--- src/rtl/rat_cu_pkg.sv ---
// rtl/rat_cu_pkg.sv - RAT control unit states, opcodes, select codes and control bundle
package rat_cu_pkg;

    typedef enum logic [1:0] {
        ST_INIT  = 2'd0,
        ST_FETCH = 2'd1,
        ST_EXEC  = 2'd2,
        ST_INTR  = 2'd3
    } state_t;

    // Opcode families matched on the upper five bits only
    localparam logic [4:0] OPH_IN  = 5'b11001;
    localparam logic [4:0] OPH_OUT = 5'b11010;
    localparam logic [4:0] OPH_MOV = 5'b11011;

    localparam logic [6:0] OP_EXOR  = 7'b0000010;
    localparam logic [6:0] OP_BRN   = 7'b0010000;
    localparam logic [6:0] OP_CALL  = 7'b0010001;
    localparam logic [6:0] OP_BREQ  = 7'b0010010;
    localparam logic [6:0] OP_BRNE  = 7'b0010011;
    localparam logic [6:0] OP_BRCS  = 7'b0010100;
    localparam logic [6:0] OP_BRCC  = 7'b0010101;
    localparam logic [6:0] OP_RET   = 7'b0110010;
    localparam logic [6:0] OP_SEI   = 7'b0110100;
    localparam logic [6:0] OP_CLI   = 7'b0110101;
    localparam logic [6:0] OP_RETID = 7'b0110110;
    localparam logic [6:0] OP_RETIE = 7'b0110111;

    localparam logic [3:0] ALU_EXOR = 4'd7;
    localparam logic [3:0] ALU_MOV  = 4'd14;

    localparam logic [1:0] PC_SEL_IMM      = 2'd0;
    localparam logic [1:0] PC_SEL_STACK    = 2'd1;
    localparam logic [1:0] RF_SEL_ALU      = 2'd0;
    localparam logic [1:0] RF_SEL_IN       = 2'd3;
    localparam logic [1:0] SCR_ADDR_SP     = 2'd2;
    localparam logic [1:0] SCR_ADDR_SP_DEC = 2'd3;
    localparam logic       SCR_DATA_PC     = 1'b1;

    typedef struct packed {
        logic       pc_ld;
        logic       pc_inc;
        logic [1:0] pc_mux_sel;
        logic       rf_wr;
        logic [1:0] rf_wr_sel;
        logic       alu_opy_sel;
        logic [3:0] alu_sel;
        logic       scr_we;
        logic [1:0] scr_addr_sel;
        logic       scr_data_sel;
        logic       sp_incr;
        logic       sp_decr;
        logic       flg_c_ld;
        logic       flg_z_ld;
        logic       flg_ld_sel;
        logic       flg_shad_ld;
        logic       i_set;
        logic       i_clr;
        logic       io_strb;
        logic       rst;
    } cu_ctl_t;

endpackage

--- src/rtl/rat_fetch_timer.sv ---
// rtl/rat_fetch_timer.sv - fetch wait-state counter and interrupt pending latch
module rat_fetch_timer
    import rat_cu_pkg::*;
#(
    parameter int FETCH_WAIT = 0
) (
    input  logic clk,
    input  logic reset,
    input  logic in_fetch,
    input  logic int_req,
    input  logic intr_entry,
    output logic fetch_done,
    output logic int_pending
);

    localparam logic [1:0] WAIT_LAST = 2'(FETCH_WAIT);

    logic [1:0] wait_q, wait_d;
    logic       pend_q, pend_d;

    // Counter idles at zero outside fetch, so the compare is only meaningful in ST_FETCH
    assign fetch_done  = (wait_q == WAIT_LAST);
    assign int_pending = pend_q;

    always_comb begin
        wait_d = 2'd0;
        if (in_fetch && !fetch_done) begin
            wait_d = wait_q + 2'd1;
        end
        // A request arriving on the clearing cycle must not be lost
        pend_d = int_req | (pend_q & ~intr_entry);
    end

    always_ff @(posedge clk) begin
        if (reset) begin
            wait_q <= 2'd0;
            pend_q <= 1'b0;
        end else begin
            wait_q <= wait_d;
            pend_q <= pend_d;
        end
    end

endmodule

--- src/rtl/rat_cu_intr.sv ---
// rtl/rat_cu_intr.sv - RAT multicycle control unit with wait-state fetch and interrupts
module rat_cu_intr
    import rat_cu_pkg::*;
#(
    parameter int         FETCH_WAIT     = 0,
    parameter logic [1:0] INT_VECTOR_SEL = 2'd2
) (
    input  logic       CLK,
    input  logic       RESET,
    input  logic [4:0] OPCODE_HI_5,
    input  logic [1:0] OPCODE_LOW_2,
    input  logic       INT,
    input  logic       C_FLAG,
    input  logic       Z_FLAG,
    output logic       PC_LD,
    output logic       PC_INC,
    output logic [1:0] PC_MUX_SEL,
    output logic       RF_WR,
    output logic [1:0] RF_WR_SEL,
    output logic       ALU_OPY_SEL,
    output logic [3:0] ALU_SEL,
    output logic       SCR_WE,
    output logic [1:0] SCR_ADDR_SEL,
    output logic       SCR_DATA_SEL,
    output logic       SP_INCR,
    output logic       SP_DECR,
    output logic       FLG_C_LD,
    output logic       FLG_Z_LD,
    output logic       FLG_LD_SEL,
    output logic       FLG_SHAD_LD,
    output logic       I_SET,
    output logic       I_CLR,
    output logic       IO_STRB,
    output logic       RST
);

    state_t     state_q, state_d;
    cu_ctl_t    ctl, ctl_out;
    logic [6:0] opcode;
    logic       br_take;
    logic       fetch_done, int_pending, intr_entry;

    assign opcode     = {OPCODE_HI_5, OPCODE_LOW_2};
    assign intr_entry = (state_q == ST_EXEC) && int_pending;

    rat_fetch_timer #(.FETCH_WAIT(FETCH_WAIT)) u_timer (
        .clk        (CLK),
        .reset      (RESET),
        .in_fetch   (state_q == ST_FETCH),
        .int_req    (INT),
        .intr_entry (intr_entry),
        .fetch_done (fetch_done),
        .int_pending(int_pending)
    );

    always_comb begin
        state_d = state_q;
        ctl     = '0;
        br_take = 1'b0;
        case (state_q)
            ST_INIT: begin
                ctl.rst = 1'b1;
                state_d = ST_FETCH;
            end
            ST_FETCH: begin
                if (fetch_done) begin
                    ctl.pc_inc = 1'b1;
                    state_d    = ST_EXEC;
                end
            end
            ST_EXEC: begin
                state_d = int_pending ? ST_INTR : ST_FETCH;
                if (OPCODE_HI_5 == OPH_IN) begin
                    ctl.rf_wr     = 1'b1;
                    ctl.rf_wr_sel = RF_SEL_IN;
                end else if (OPCODE_HI_5 == OPH_MOV) begin
                    ctl.rf_wr       = 1'b1;
                    ctl.alu_opy_sel = 1'b1;
                    ctl.alu_sel     = ALU_MOV;
                end else if (OPCODE_HI_5 == OPH_OUT) begin
                    ctl.io_strb = 1'b1;
                end else begin
                    case (opcode)
                        OP_EXOR: begin
                            ctl.rf_wr     = 1'b1;
                            ctl.rf_wr_sel = RF_SEL_ALU;
                            ctl.alu_sel   = ALU_EXOR;
                            ctl.flg_z_ld  = 1'b1;
                            ctl.flg_c_ld  = 1'b1;
                        end
                        OP_BRN:  br_take = 1'b1;
                        OP_BREQ: br_take = Z_FLAG;
                        OP_BRNE: br_take = !Z_FLAG;
                        OP_BRCS: br_take = C_FLAG;
                        OP_BRCC: br_take = !C_FLAG;
                        OP_CALL: begin
                            ctl.pc_ld        = 1'b1;
                            ctl.pc_mux_sel   = PC_SEL_IMM;
                            ctl.sp_decr      = 1'b1;
                            ctl.scr_we       = 1'b1;
                            ctl.scr_data_sel = SCR_DATA_PC;
                            ctl.scr_addr_sel = SCR_ADDR_SP_DEC;
                        end
                        OP_RET, OP_RETID, OP_RETIE: begin
                            ctl.pc_ld        = 1'b1;
                            ctl.pc_mux_sel   = PC_SEL_STACK;
                            ctl.sp_incr      = 1'b1;
                            ctl.scr_addr_sel = SCR_ADDR_SP;
                            if (opcode != OP_RET) begin
                                ctl.flg_ld_sel = 1'b1;
                                ctl.flg_c_ld   = 1'b1;
                                ctl.flg_z_ld   = 1'b1;
                                ctl.i_clr      = (opcode == OP_RETID);
                                ctl.i_set      = (opcode == OP_RETIE);
                            end
                        end
                        OP_SEI:  ctl.i_set = 1'b1;
                        OP_CLI:  ctl.i_clr = 1'b1;
                        default: ;
                    endcase
                    if (br_take) begin
                        ctl.pc_ld      = 1'b1;
                        ctl.pc_mux_sel = PC_SEL_IMM;
                    end
                end
            end
            ST_INTR: begin
                ctl.pc_ld        = 1'b1;
                ctl.pc_mux_sel   = INT_VECTOR_SEL;
                ctl.sp_decr      = 1'b1;
                ctl.scr_we       = 1'b1;
                ctl.scr_data_sel = SCR_DATA_PC;
                ctl.scr_addr_sel = SCR_ADDR_SP_DEC;
                ctl.flg_shad_ld  = 1'b1;
                ctl.i_clr        = 1'b1;
                state_d          = ST_FETCH;
            end
            default: state_d = ST_INIT;
        endcase
    end

    always_ff @(posedge CLK) begin
        if (RESET) begin
            state_q <= ST_INIT;
        end else begin
            state_q <= state_d;
        end
    end

    // Datapath stays quiet while reset is held; RST pulses only in the ST_INIT cycle after release
    assign ctl_out = RESET ? '0 : ctl;

    assign PC_LD        = ctl_out.pc_ld;
    assign PC_INC       = ctl_out.pc_inc;
    assign PC_MUX_SEL   = ctl_out.pc_mux_sel;
    assign RF_WR        = ctl_out.rf_wr;
    assign RF_WR_SEL    = ctl_out.rf_wr_sel;
    assign ALU_OPY_SEL  = ctl_out.alu_opy_sel;
    assign ALU_SEL      = ctl_out.alu_sel;
    assign SCR_WE       = ctl_out.scr_we;
    assign SCR_ADDR_SEL = ctl_out.scr_addr_sel;
    assign SCR_DATA_SEL = ctl_out.scr_data_sel;
    assign SP_INCR      = ctl_out.sp_incr;
    assign SP_DECR      = ctl_out.sp_decr;
    assign FLG_C_LD     = ctl_out.flg_c_ld;
    assign FLG_Z_LD     = ctl_out.flg_z_ld;
    assign FLG_LD_SEL   = ctl_out.flg_ld_sel;
    assign FLG_SHAD_LD  = ctl_out.flg_shad_ld;
    assign I_SET        = ctl_out.i_set;
    assign I_CLR        = ctl_out.i_clr;
    assign IO_STRB      = ctl_out.io_strb;
    assign RST          = ctl_out.rst;

endmodule

--- config.mk ---
export PLATFORM = sky130hd
export DESIGN_NAME = rat_cu_intr
export DESIGN_NICKNAME = d
export VERILOG_FILES = /design/src/rtl/rat_cu_pkg.sv /design/src/rtl/rat_fetch_timer.sv /design/src/rtl/rat_cu_intr.sv
export SDC_FILE = /design/constraint.sdc
export NUM_CORES = 1
export LEC_CHECK = 0
export CAP_MARGIN = 0
export CORE_MARGIN = 5
export CORE_UTILIZATION = 37
export CTS_CLUSTER_SIZE = 25
export DETAILED_ROUTE_END_ITERATION = 6
export PLACE_DENSITY = 0.83
export SLEW_MARGIN = 20
export SYNTH_ARGS = -nofsm -noshare
export SYNTH_HDL_FRONTEND = slang
export SYNTH_SLANG_ARGS = --single-unit
--- constraint.sdc ---
create_clock -name CLK -period 3.9 [get_ports CLK]
set_input_delay 0.78 -clock CLK [delete_from_list [all_inputs] [get_ports CLK]]
set_output_delay 0.78 -clock CLK [all_outputs]
set_load 0.05 [all_outputs]
# Word level (Yosys, flattened, before mapping)

Cells that the tools add are included.

Flip-flop bits (word level): 5
Input port bits: 12
Output and inout bits: 26
Word-level logic and storage cells: 95

$add $sub $neg: 1
Eq/ne operators: 20
Mux-type cells: 56
Bitwise operators: 4
Reduce and logical (&&, ||, !) cells: 11

Operators by type and width:

| cell                                                   | number |
|---|---|
| == test 7 x 5 -> 1 bit (second input constant)         | 6 |
| == test 7 x 6 -> 1 bit (second input constant)         | 5 |
| two-way mux 26 bit                                     | 1 |
| two-way mux 1 bit                                      | 23 |
| two-way mux 3 bit                                      | 7 |
| two-way mux 2 bit                                      | 8 |
| == test 5 bit (second input constant)                  | 3 |
| two-way mux 14 bit                                     | 1 |
| two-way mux 12 bit                                     | 1 |
| case mux 2 bit (2 select lines)                        | 3 |
| case mux 1 bit (2 select lines)                        | 5 |
| two-way mux 9 bit                                      | 1 |
| two-way mux 8 bit                                      | 1 |
| case mux 4 bit (2 select lines)                        | 1 |
| == test 7 x 2 -> 1 bit (second input constant)         | 1 |
| inequality test 7 x 6 -> 1 bit (second input constant) | 1 |
| case mux 2 bit (3 select lines)                        | 1 |
| two-way mux 5 bit                                      | 1 |
| case mux 1 bit (5 select lines)                        | 1 |
| == test 2 bit (second input constant)                  | 2 |
| zero test 2 bit                                        | 2 |
| two-way mux 4 bit                                      | 1 |
| OR reduction 2 bit                                     | 2 |
| OR reduction 4 bit                                     | 1 |
| other kinds (9)                                        | 13 |

# Logic depth before layout (Yosys ltp)

Word-level depth: 12
Gate-level depth with buffers: 6

# By module

From an unflattened synthesis, not the netlist that was laid out.

Cell total of the unflattened synthesis: 80
Area total of the unflattened synthesis: 551.8 um^2

By module, submodules not included:

| module          | times used | cells each | area each (um^2) | seq. area each (um^2) |
|---|---|---|---|---|
| rat_cu_intr     | 1          | 69         | 429.2            | 40.0 |
| rat_fetch_timer | 1          | 11         | 122.6            | 60.1 |

# Least setup slack after synthesis

No wires, ideal clock.

Path type: input to output
Start: input OPCODE_HI_5[3]
End: output FLG_Z_LD
Data arrival time: 2810 ps
Required time: 3120 ps
Path slack: 310 ps
Stages on the path: 5
Path buffers: 2
Path through: buf_2 > and4b_1 > nand2_1 > a21boi_0 > buf_4

Cells in the longest elaborated chain, start to end: 8

RTL lines:

| element                                                                  | RTL line                              | text |
|---|---|---|
| start: declaration                                                       | rat_cu_intr.sv:10                     | `input logic [4:0] OPCODE_HI_5,` |
| == test 7 x 6 -> 1 bit or inequality test 7 x 6 -> 1 bit (tied branches) | rat_cu_intr.sv:83, rat_cu_intr.sv:109 |  |
| OR reduction 3 bit or two-way mux 3 bit (tied branches)                  | -                                     |  |
| case mux 2 bit (2 select lines)                                          | rat_cu_intr.sv:83                     | `case (opcode)` |
| two-way mux 12 bit                                                       | rat_cu_intr.sv:80                     | `end else if (OPCODE_HI_5 == OPH_OUT) begin` |
| two-way mux 9 bit                                                        | rat_cu_intr.sv:76                     | `end else if (OPCODE_HI_5 == OPH_MOV) begin` |
| two-way mux 14 bit *                                                     | rat_cu_intr.sv:73                     | `if (OPCODE_HI_5 == OPH_IN) begin` |
| two-way mux 3 bit *                                                      | rat_cu_intr.sv:60                     | `case (state_q)` |
| two-way mux 26 bit *                                                     | rat_cu_intr.sv:151                    | `assign ctl_out = RESET ? '0 : ctl;` |
| end: declaration                                                         | rat_cu_intr.sv:28                     | `output logic FLG_Z_LD,` |

Mark *: on every way between the ends. The rest lies on a longest branch, timed or not.

# Worst setup path in the final report

Start: input RESET
End: output FLG_LD_SEL

Cells in the longest elaborated chain, start to end: 1

RTL lines:

| element            | RTL line           | text |
|---|---|---|
| start: declaration | rat_cu_intr.sv:9   | `input logic RESET,` |
| two-way mux 26 bit | rat_cu_intr.sv:151 |  |
| end: declaration   | rat_cu_intr.sv:29  | `output logic FLG_LD_SEL,` |

Every way passes these cells.

==> summary.md <==
| Metric | Value |
|---|---|
| Critical path endpoint category | `output pin` |
| Worst EP required | `about 3.1 ns` |
| Reg-to-reg slack, setup | `about 2.7 ns` |
| Flops & latches, synth | `5` |
| Final hold vios | `0` |
| # H-tree levels | `1` |
| HPWL Detailed | `1.235 mm` |
| Crit Path Class | `input pin to output pin` |
| I/O Buffers | `37` |
| Peak supply drop | `0.2015 mV` |
| Seq/Total Area, Yosys | `between 15 and 20%` |
| Largest net degree at the start of global routing | `12` |
| Outcome | `finished clean` |
| Fin cells | `130` |
| Post_cts resized | `0` |
| Clock slew at reported path FFs | `~0.040 ns` |
| Total Routing Usage GR | `between 10% and 20%` |
| Router iterations before antenna repair | `4` |
| Synth unique cells | `32` |
| RSZ-0062 raised after global routing | `false` |
| EDFF count, synth | `0` |
| Yosys warns | `0` |
| Clock sinks | `5` |
| Worst R2R Start | `u_timer.wait_q[0]$_SDFF_PP0_` |
| Final setup fails | `0` |
| Postcts setup bufs | `0` |
| Reg2reg end | `u_timer.wait_q[1]$_SDFF_PP0_` |
| Levels on crit path | `5` |
| Vias in the first global route | `between 600 and 700` |
| Slowest cell on the critical path | `clkdlybuf4s50_1` |
| Pwr dens | `roughly 200 mW/mm^2` |
| Critical Path Most Common Cell | `clkdlybuf4s50_1` |
| Top area cells in the synthesized netlist | `dfxtp_1 (18%), buf_4 (11%), nor2_1 (7.9%), a21oi_1 (5.3%), nand2_1 (4.6%)` |
| Worst-Margin Slew | `0.5011 ns` |
| DP Cell Count | `between 100 and 150` |
| Multi-input gate area | `approximately 380 sq um` |
| Post-Syn Area | `approximately 570 sq um` |
| Initial cell density of the core | `between 30% and 40%` |
| Critical Path Start | `RESET` |
| Post-synth top area cell | `dfxtp_1` |
| Drt first-iter violations | `5` |
| Tcrit/Tclk final | `90.94%` |
| Slew HR | `66.49%` |
| Static Leakage | `a little under 0.4 nW` |
| Vias | `approximately 650` |
| # fillers | `approximately 150` |
| Clk buf depth | `2` |
| Critical Path, Cell by Cell | `clkdlybuf4s50_1 > nand2b_2 > nor2_1 > and3_1 > clkdlybuf4s50_1` |
| Post-synth ARST share | `0%` |
| Final WS setup | `~0.35 ns` |
| Drc violations | `0` |
| Worst Path Max Fanout | `8` |
| Ant diodes | `0` |
| Clock skew | `~0.0028 ns` |
| Congestion Overflow GR | `0` |
| Arrival time worst endpoint | `around 2.8 ns` |
| Synth top area share | `between 10% and 20%` |
| Worst-Skew Late Latency | `approximately 0.25 ns` |
| Die area | `0.002415 sq mm` |
| Worst Setup EP | `FLG_LD_SEL` |
| Slowest cell delay on critical path | `0.80 ns` |
| Die height | `~49 um` |
| Total Wirelength | `~1.5 mm` |
| Core area | `0.001471 sq mm` |
| IO Count | `38` |
| Startpoint Class | `input pin` |
| R2R cell count | `4` |
| GP Congestion | `0.7977` |
| Vias per cell | `approximately 5` |
| Mapped Nets | `95` |
| FF+latch area | `100.1 sq um` |
| Syn Area/Cell | `approximately 6.9 sq um` |
| CTS tree | `built` |
| Setup TNS | `0 ns` |
| Nets@finish | `between 100 and 150` |
| Die X | `slightly below 50 um` |
| Ys flop type | `dfxtp_1` |
| Num CTS Buffers | `3` |
| CP bufs+invs | `2` |
| Root Buffer | `clkbuf_4` |
| Count leader, synth | `nor2_1` |
| Slew Limit Fails | `0` |
| First-pass GRT wire length | `between 2 and 2.5 mm` |
| FMAX | `around 280 MHz` |
| Max cap viols | `0` |
| Post-Place Setup Slack | `~0.36 ns` |
| DRT antenna net count | `0` |
| Row count | `14` |
| Area Growth Syn to Fin | `54.53%` |
| Layout cells sized above 1 | `around a quarter` |
| Hold/Removal Path Class | `flop to flop` |
| Synth top cells by count | `nor2_1 (12), buf_4 (8), nand2_1 (7)` |
| Routed wire per std cell | `between 10 and 15 um` |
| Initial antenna violation count | `0` |
| Hold Buf Count CTS | `0` |
| Crit-path leading delay family | `buffers and inverters` |
| Syn Inst Count | `82` |
| Final min period | `3.546 ns` |
[metal layers]
metal / wire length [um] / vias up / GRT usage, %
met4: 14 / 0 / 8.072
met1: 606 / 294 / 14.08
met5: 0 / - / 0
li1: - / 335 / -
met3: 97 / 2 / 2.446
met2: 793 / 17 / 21.46
[worst min-delay path by stage]
stage | start | end | slack (ns) | cells past startpoint
after floorplan | u_timer.int_pending$_SDFF_PP0_ | u_timer.int_pending$_SDFF_PP0_ | 0.45 | 2
after global placement | u_timer.wait_q[0]$_SDFF_PP0_ | u_timer.wait_q[0]$_SDFF_PP0_ | 0.47 | 2
after detailed placement | u_timer.int_pending$_SDFF_PP0_ | state_q[1]$_SDFFE_PP0P_ | 0.48 | 2
after CTS | u_timer.int_pending$_SDFF_PP0_ | state_q[1]$_SDFFE_PP0P_ | 0.48 | 2
after global routing | u_timer.int_pending$_SDFF_PP0_ | state_q[1]$_SDFFE_PP0P_ | 0.52 | 2
final | u_timer.int_pending$_SDFF_PP0_ | state_q[1]$_SDFFE_PP0P_ | 0.48 | 2
[metrics by stage]
step                      hold slack [ns]  power (mW)  area, sq um  utilization [%]
after floorplan                    0.4513     0.09534        566.8                -
after CTS                          0.4840      0.1827        875.8            59.52
after global placement             0.4717      0.1185        849.6            57.74
after global routing               0.5157      0.1907        875.8            59.52
after detailed placement           0.4770      0.1195        849.6            57.74
final                              0.4850      0.1803        875.8            59.52
[logic make-up after synthesis]
kind of cell | share of synthesized area [%]
buffers and inverters | 15.67
xor gates and xnor gates | 1.546
DFF | 17.66
and+or+nand+nor | 47.90
adders and majority gates | 2.207
AOI/OAI and AO/OA | 15.01
[worst register-to-register path: stages, from the launching register on]
cell and delay, ns:
dfxtp_1 0.30, inv_1 0.04, ha_1 0.22, nor4b_1 0.39, and2_1 0.18
[area by class of cell]
type / count / share of cell area, %
multi-input combinational: 62 / 43.14
timing repair buffer: 38 / 38.00
sequential: 5 / 11.43
clock buffer: 4 / 3.000
tap: 16 / 2.286
inverter: 5 / 2.143
[where the power goes]
part	switching, mW	internal (mW)	total [mW]
logic	0.0339	0.0265	0.0604
clock network	0.0227	0.0388	0.0615
registers	0.00462	0.0538	0.0584
[cell usage in the layout, fill, tap and decap left out, drive strengths merged, types with 2 or more instances in the layout]
cell | Yosys | routed
a21oi | 6 | 6
and2 | 2 | 2
and2b | 2 | 2
and3 | 2 | 2
buf | 10 | 19
clkbuf | 0 | 4
clkdlybuf4s50 | 0 | 19
dfxtp | 5 | 5
inv | 5 | 5
nand2 | 7 | 7
nand2b | 3 | 3
nand3 | 2 | 2
nand3b | 2 | 2
nor2 | 12 | 12
nor2b | 3 | 3
nor3 | 4 | 4
nor3b | 3 | 3
o21ai | 2 | 2
[state kept, by name (all words and copies together), names as in the netlist]
name                 flops
u_timer.int_pending      1
state_q                  2
u_timer.wait_q           2
(Power assumes the default switching activity.)
